--- config.mk ---
export PLATFORM = sky130hd
export DESIGN_NAME = fifo_sync_ctrl_flat
export DESIGN_NICKNAME = d
export VERILOG_FILES = /design/src/rtl/fifo_sync_ctrl_if.sv /design/src/rtl/fifo_sync_ctrl.sv /design/src/flat_wrapper.sv
export SDC_FILE = /design/constraint.sdc
export NUM_CORES = 1
export LEC_CHECK = 0
export BUFFER_PORTS_ARGS = -buffer_cell sky130_fd_sc_hd__buf_4
export CAP_MARGIN = 40
export CORE_MARGIN = 1
export CORE_UTILIZATION = 43
export CTS_CLUSTER_SIZE = 20
export DETAILED_ROUTE_END_ITERATION = 8
export PLACE_DENSITY = 0.92
export SYNTH_ARGS = -nofsm -noshare
export SYNTH_HDL_FRONTEND = slang
export SYNTH_SLANG_ARGS = --single-unit
--- constraint.sdc ---
create_clock -name CLOCK -period 6 [get_ports CLOCK]
set_input_delay 1.2 -clock CLOCK [delete_from_list [all_inputs] [get_ports CLOCK]]
set_output_delay 1.2 -clock CLOCK [all_outputs]
set_load 0.01 [all_outputs]
--- src/rtl/fifo_sync_ctrl_if.sv ---
// User-side and LSRAM-side signal bundle for the single-clock FIFO controller.
// Optional OVERFLOW/UNDERFLOW exist only when FIFO_ERR_FLAGS_EN is defined.
interface fifo_sync_ctrl_if #(
  parameter int WIDTH = 32,
  parameter int AW    = 7
);
  logic             WE;
  logic [WIDTH-1:0] WDATA;
  logic             RE;
  logic [WIDTH-1:0] RDATA;
  logic             DVLD;
  logic             FULL;
  logic             EMPTY;
  logic             AFULL;
  logic             AEMPTY;
  logic [AW:0]      COUNT;
  logic [WIDTH-1:0] RAM_WDATA;
  logic [AW-1:0]    RAM_WADDR;
  logic             RAM_WEN;
  logic [AW-1:0]    RAM_RADDR;
  logic             RAM_REN;
  logic [WIDTH-1:0] RAM_RDATA;
`ifdef FIFO_ERR_FLAGS_EN
  logic             OVERFLOW;
  logic             UNDERFLOW;

  modport slave (
    input  WE, WDATA, RE, RAM_RDATA,
    output RDATA, DVLD, FULL, EMPTY, AFULL, AEMPTY, COUNT,
           RAM_WDATA, RAM_WADDR, RAM_WEN, RAM_RADDR, RAM_REN,
           OVERFLOW, UNDERFLOW
  );
  modport master (
    output WE, WDATA, RE, RAM_RDATA,
    input  RDATA, DVLD, FULL, EMPTY, AFULL, AEMPTY, COUNT,
           RAM_WDATA, RAM_WADDR, RAM_WEN, RAM_RADDR, RAM_REN,
           OVERFLOW, UNDERFLOW
  );
`else
  modport slave (
    input  WE, WDATA, RE, RAM_RDATA,
    output RDATA, DVLD, FULL, EMPTY, AFULL, AEMPTY, COUNT,
           RAM_WDATA, RAM_WADDR, RAM_WEN, RAM_RADDR, RAM_REN
  );
  modport master (
    output WE, WDATA, RE, RAM_RDATA,
    input  RDATA, DVLD, FULL, EMPTY, AFULL, AEMPTY, COUNT,
           RAM_WDATA, RAM_WADDR, RAM_WEN, RAM_RADDR, RAM_REN
  );
`endif
endinterface

--- src/rtl/fifo_sync_ctrl.sv ---
// Single-clock FIFO controller in front of an LSRAM: wrap-bit pointers, occupancy,
// registered flags and read-latency-aligned DVLD. FIFO_ERR_FLAGS_EN adds sticky error flags.
module fifo_sync_ctrl #(
  parameter int WIDTH      = 32,
  parameter int DEPTH      = 128,
  parameter int AW         = 7,
  parameter int RD_LATENCY = 2,
  parameter int AFULL_TH   = 120,
  parameter int AEMPTY_TH  = 8
) (
  input logic            CLOCK,
  input logic            RESET,
  fifo_sync_ctrl_if.slave bus
);
  localparam int          AW1      = AW + 1;
  localparam logic [AW:0] ONE      = {{AW{1'b0}}, 1'b1};
  localparam logic [AW:0] DEPTH_C  = AW1'(DEPTH);
  localparam logic [AW:0] AFULL_C  = AW1'(AFULL_TH);
  localparam logic [AW:0] AEMPTY_C = AW1'(AEMPTY_TH);

  logic [AW:0]           wptr, rptr, count, count_nxt;
  logic                  full, empty, afull, aempty;
  logic                  push_ok, pop_ok;
  logic [RD_LATENCY-1:0] vld_pipe;

  assign push_ok = bus.WE & ~full;
  assign pop_ok  = bus.RE & ~empty;

  always_comb begin
    count_nxt = count;
    case ({push_ok, pop_ok})
      2'b10:   count_nxt = count + ONE;
      2'b01:   count_nxt = count - ONE;
      default: count_nxt = count;
    endcase
  end

  // Flags come from count_nxt so they are exact right after the edge.
  always_ff @(posedge CLOCK or posedge RESET) begin
    if (RESET) begin
      wptr   <= '0;
      rptr   <= '0;
      count  <= '0;
      full   <= 1'b0;
      empty  <= 1'b1;
      afull  <= 1'b0;
      aempty <= 1'b1;
    end else begin
      if (push_ok) wptr <= wptr + ONE;
      if (pop_ok)  rptr <= rptr + ONE;
      count  <= count_nxt;
      full   <= (count_nxt == DEPTH_C);
      empty  <= (count_nxt == '0);
      afull  <= (count_nxt >= AFULL_C);
      aempty <= (count_nxt <= AEMPTY_C);
    end
  end

  generate
    if (RD_LATENCY == 1) begin : g_lat1
      always_ff @(posedge CLOCK or posedge RESET) begin
        if (RESET) vld_pipe <= '0;
        else       vld_pipe <= pop_ok;
      end
    end else begin : g_latn
      always_ff @(posedge CLOCK or posedge RESET) begin
        if (RESET) vld_pipe <= '0;
        else       vld_pipe <= {vld_pipe[RD_LATENCY-2:0], pop_ok};
      end
    end
  endgenerate

`ifdef FIFO_ERR_FLAGS_EN
  logic overflow, underflow;
  always_ff @(posedge CLOCK or posedge RESET) begin
    if (RESET) begin
      overflow  <= 1'b0;
      underflow <= 1'b0;
    end else begin
      overflow  <= overflow  | (bus.WE & full);
      underflow <= underflow | (bus.RE & empty);
    end
  end
  assign bus.OVERFLOW  = overflow;
  assign bus.UNDERFLOW = underflow;
`endif

  assign bus.RAM_WEN   = push_ok;
  assign bus.RAM_REN   = pop_ok;
  assign bus.RAM_WADDR = wptr[AW-1:0];
  assign bus.RAM_RADDR = rptr[AW-1:0];
  assign bus.RAM_WDATA = bus.WDATA;
  assign bus.RDATA     = bus.RAM_RDATA;
  assign bus.DVLD      = vld_pipe[RD_LATENCY-1];
  assign bus.COUNT     = count;
  assign bus.FULL      = full;
  assign bus.EMPTY     = empty;
  assign bus.AFULL     = afull;
  assign bus.AEMPTY    = aempty;
endmodule

--- src/flat_wrapper.sv ---
// flat-port wrapper written by rule: the top's interface ports become plain ports
module fifo_sync_ctrl_flat 
#(
  parameter int WIDTH      = 32,
  parameter int DEPTH      = 128,
  parameter int AW         = 7,
  parameter int RD_LATENCY = 2,
  parameter int AFULL_TH   = 120,
  parameter int AEMPTY_TH  = 8
)
  (CLOCK, RESET, bus_WE, bus_WDATA, bus_RE, bus_RAM_RDATA, bus_RDATA, bus_DVLD, bus_FULL, bus_EMPTY, bus_AFULL, bus_AEMPTY, bus_COUNT, bus_RAM_WDATA, bus_RAM_WADDR, bus_RAM_WEN, bus_RAM_RADDR, bus_RAM_REN);
  fifo_sync_ctrl_if #(.WIDTH(WIDTH), .AW(AW)) bus_i ();
  input logic CLOCK;
  input logic RESET;
  input wire logic [$bits(bus_i.WE)-1:0] bus_WE;
  input wire logic [$bits(bus_i.WDATA)-1:0] bus_WDATA;
  input wire logic [$bits(bus_i.RE)-1:0] bus_RE;
  input wire logic [$bits(bus_i.RAM_RDATA)-1:0] bus_RAM_RDATA;
  output wire logic [$bits(bus_i.RDATA)-1:0] bus_RDATA;
  output wire logic [$bits(bus_i.DVLD)-1:0] bus_DVLD;
  output wire logic [$bits(bus_i.FULL)-1:0] bus_FULL;
  output wire logic [$bits(bus_i.EMPTY)-1:0] bus_EMPTY;
  output wire logic [$bits(bus_i.AFULL)-1:0] bus_AFULL;
  output wire logic [$bits(bus_i.AEMPTY)-1:0] bus_AEMPTY;
  output wire logic [$bits(bus_i.COUNT)-1:0] bus_COUNT;
  output wire logic [$bits(bus_i.RAM_WDATA)-1:0] bus_RAM_WDATA;
  output wire logic [$bits(bus_i.RAM_WADDR)-1:0] bus_RAM_WADDR;
  output wire logic [$bits(bus_i.RAM_WEN)-1:0] bus_RAM_WEN;
  output wire logic [$bits(bus_i.RAM_RADDR)-1:0] bus_RAM_RADDR;
  output wire logic [$bits(bus_i.RAM_REN)-1:0] bus_RAM_REN;
  assign bus_i.WE = bus_WE;
  assign bus_i.WDATA = bus_WDATA;
  assign bus_i.RE = bus_RE;
  assign bus_i.RAM_RDATA = bus_RAM_RDATA;
  assign bus_RDATA = bus_i.RDATA;
  assign bus_DVLD = bus_i.DVLD;
  assign bus_FULL = bus_i.FULL;
  assign bus_EMPTY = bus_i.EMPTY;
  assign bus_AFULL = bus_i.AFULL;
  assign bus_AEMPTY = bus_i.AEMPTY;
  assign bus_COUNT = bus_i.COUNT;
  assign bus_RAM_WDATA = bus_i.RAM_WDATA;
  assign bus_RAM_WADDR = bus_i.RAM_WADDR;
  assign bus_RAM_WEN = bus_i.RAM_WEN;
  assign bus_RAM_RADDR = bus_i.RAM_RADDR;
  assign bus_RAM_REN = bus_i.RAM_REN;
  fifo_sync_ctrl #(.WIDTH(WIDTH), .DEPTH(DEPTH), .AW(AW), .RD_LATENCY(RD_LATENCY), .AFULL_TH(AFULL_TH), .AEMPTY_TH(AEMPTY_TH)) u_core (.CLOCK(CLOCK), .RESET(RESET), .bus(bus_i));
endmodule
==> metrics.txt <==
status=finished with violations; failing checks=DRC; area grow syn2layout=-6.91%; syn_nets=around 290; global placer's final weighted congestion=0.892; Core Footprint=between 0.004 and 0.005 mm^2; Fin. Hold Viols=0; Slew @ Worst Pin=0.470 ns; vias in the first global route=1,185; commonest register cell after synthesis=dfrtp_1; chip height=slightly above 70 um; Min Hold Slack=0.363 ns; Starting Density=0.461; most numerous cell in the Yosys netlist=buf_4; minimum clock period=about 3.2 ns; post-route cell area=about 0.0019 mm^2; Post-synth EDFFs=0; Slew Limit Fails=0; initial antenna violation count=0; layout cell share with drive strength beyond 1=0.302; Nets=about 250; drt pass-1 iters=6; period utilization=0.530; CTS H-Tree Depth=1; setup TNS=0 ns; Lkg Pwr=roughly 0.00087 uW; leading area contributor after synthesis=dfrtp_1; Placed Area=~0.0018 mm^2; DPL Wire Length=about 2600 um; DRC marker count from the first detailed-route iteration=66; synthesized instance count=approximately 220; synth cell count leaders=buf_4, dfrtp_1, nand2_1; Hold Buf Count CTS=0; placed cells=227; Startpoint Class=input pin; slowest cell on the critical path=or4_1; area fraction of the dominant cell type after synthesis=0.315; DIE WIDTH=between 70 and 80 um; Synth Area per Inst=~9.6 um^2; ys async rst share=1.00; Clock Latency Late Sink=~0.28 ns; slowest stage delay, CP=approximately 0.40 ns; vias per cell=roughly 5.5; vias post-DR=between 1,000 and 1,500; GRT Total Usage=0.140; post-synth cell types=55; Die ar.=approximately 0.0051 mm^2; Inserted Clock Buffers=3; DR WL/cell=~15 um; n_diodes=0; remaining routing DRC violations=12; global-route wire length before repair=about 5600 um; final setup skew=0.00405 ns; fmax=~0.31 GHz; postcts setup bufs=0; Hold Path Class=flop to flop; Rows=24; # resized after CTS=0; Post-Syn Area=around 0.0021 mm^2; Worst-path clk slew=roughly 0.090 ns; Crit Path Max Fanout=14; pin count of the biggest net entering global routing=22; IO Port Bufs=32; sequential element share of the synthesized area=0.341; Yosys reg bits=28; gr ovfl total=0; TritonCTS clock tree=yes; Yosys Warn Count=0; post-route ant nets=0; total power=slightly below 1000 uW; final setup vio count=0; RSZ-0062 raised after global routing=no; top cells by area, synth=dfrtp_1, buf_4, xnor2_1, xor2_1, dfstp_2; Setup Crit Path Kind=input pin to flop; CTS root buffer=clkbuf_8; Post-Route WL=about 3500 um; fin cells=about 230; peak supply drop=~0.23 mV; Setup crit end kind=flop; Required @ worst endpoint=6.20 ns; arrival time worst endpoint=3.38 ns; CP Cell Sequence=buf_4 > nand2b_4 > inv_4 > nand2_4 > xnor2_1 > ha_1 > nand2b_1 > or4_1 > a31oi_1 > xor2_1 > nand3_2 > nor4_2; slew margin rel.=0.687; Ports=161; Pwr Density=approximately 510 mW/mm^2; CTS Sinks=28; clock tree buffer depth=2; maxcap violations=0
==> area by class of cell <==
cell class	instances	area (um^2)
fillers	430	2550
multi-input cells	103	769
flip-flops and latches	28	703
repair buffers	33	268
well taps	52	65.1
inverters	11	43.8
clock buffers	3	41.3
clock inverters	1	30.0
==> through the flow <==
stage,utilization,setup slack (ns)
6_report,0.429,2.82
5_1_grt,0.429,2.55
4_1_cts,0.429,2.82
3_5_place_dp,0.413,2.53
3_3_place_gp,0.407,2.56
2_1_floorplan,-,2.87
==> cells in the final DEF (no fill, tap or decap), types with 2 or more instances in the layout <==
cell       Yosys  layout
a21oi_1        5       5
nor3_1         4       4
nor4_2         2       2
nand3_1        2       2
o211ai_1       2       2
nand4_1        4       4
dfrtp_1       26      26
nand2_1       14      14
a2111oi_0      2       2
xnor2_1       11      11
clkbuf_8       0       3
buf_4         66      32
o2111ai_1      2       2
inv_1          9       9
or4_1          2       2
o21ai_1        2       2
a41o_1         2       2
xor2_1         7       7
ha_1           4       4
dfstp_2        2       2
nor2_1         8       8
==> state kept, by name, indices dropped and copies added (netlist names) <==
register and cells:
u_core.bus.COUNT 8, u_core.vld_pipe 2, u_core.bus.AEMPTY 1, u_core.rptr 7, u_core.bus.AFULL 1, u_core.bus.EMPTY 1, u_core.bus.FULL 1, u_core.wptr 7
==> path summary, 6_finish.rpt <==
check | from | to | slack [ns] | depth (start not counted)
setup / recovery | bus_RE | u_core.bus.FULL$_DFF_PP0_ | 2.82 | 12
hold / removal | u_core.vld_pipe[0]$_DFF_PP0_ | u_core.vld_pipe[1]$_DFF_PP0_ | 0.36 | 0
setup reg to reg | u_core.bus.EMPTY$_DFF_PP1_ | u_core.bus.FULL$_DFF_PP0_ | 3.26 | 11
hold reg to reg | u_core.vld_pipe[0]$_DFF_PP0_ | u_core.vld_pipe[1]$_DFF_PP0_ | 0.36 | 0
max in group asynchronous | RESET | u_core.bus.EMPTY$_DFF_PP1_ | 4.60 | 3
min in group asynchronous | RESET | u_core.bus.COUNT[1]$_DFF_PP0_ | 0.89 | 2
==> logic make-up after synthesis <==
logic type               Yosys count  synth area share
multiplexers                       2            0.0103
XOR/XNOR                          19            0.0843
AO/OA/AOI/OAI                     30             0.117
AND/OR/NAND/NOR                   48             0.137
flip-flops                        28             0.341
adder cells (fa/ha/maj)            4            0.0243
buffers and inverters             85             0.286
==> layer usage <==
layer	track usage	part of all wire	up-vias
met5	0	0	-
met4	0.0533	0.017	0
met3	0.0394	0.093	10
met2	0.217	0.47	64
met1	0.186	0.42	612
li1	-	-	586
==> where the power goes <==
part | leakage [uW] | internal [uW] | switching (uW)
clock network | 0.0000357 | 89.4 | 59.5
registers | 0.000337 | 267 | 131
logic | 0.000495 | 218 | 211
total | 0.000868 | 574 | 401
==> critical path, delay by kind of cell <==
| kind | cells | cell delay [ns] |
|---|---|---|
| fa+ha+maj | 1 | 0.23 |
| xor+xnor | 2 | 0.40 |
| buf+inv | 2 | 0.25 |
| compound gates | 1 | 0.21 |
| simple gates | 6 | 1.07 |
Power figures use the tool's default switching activity.
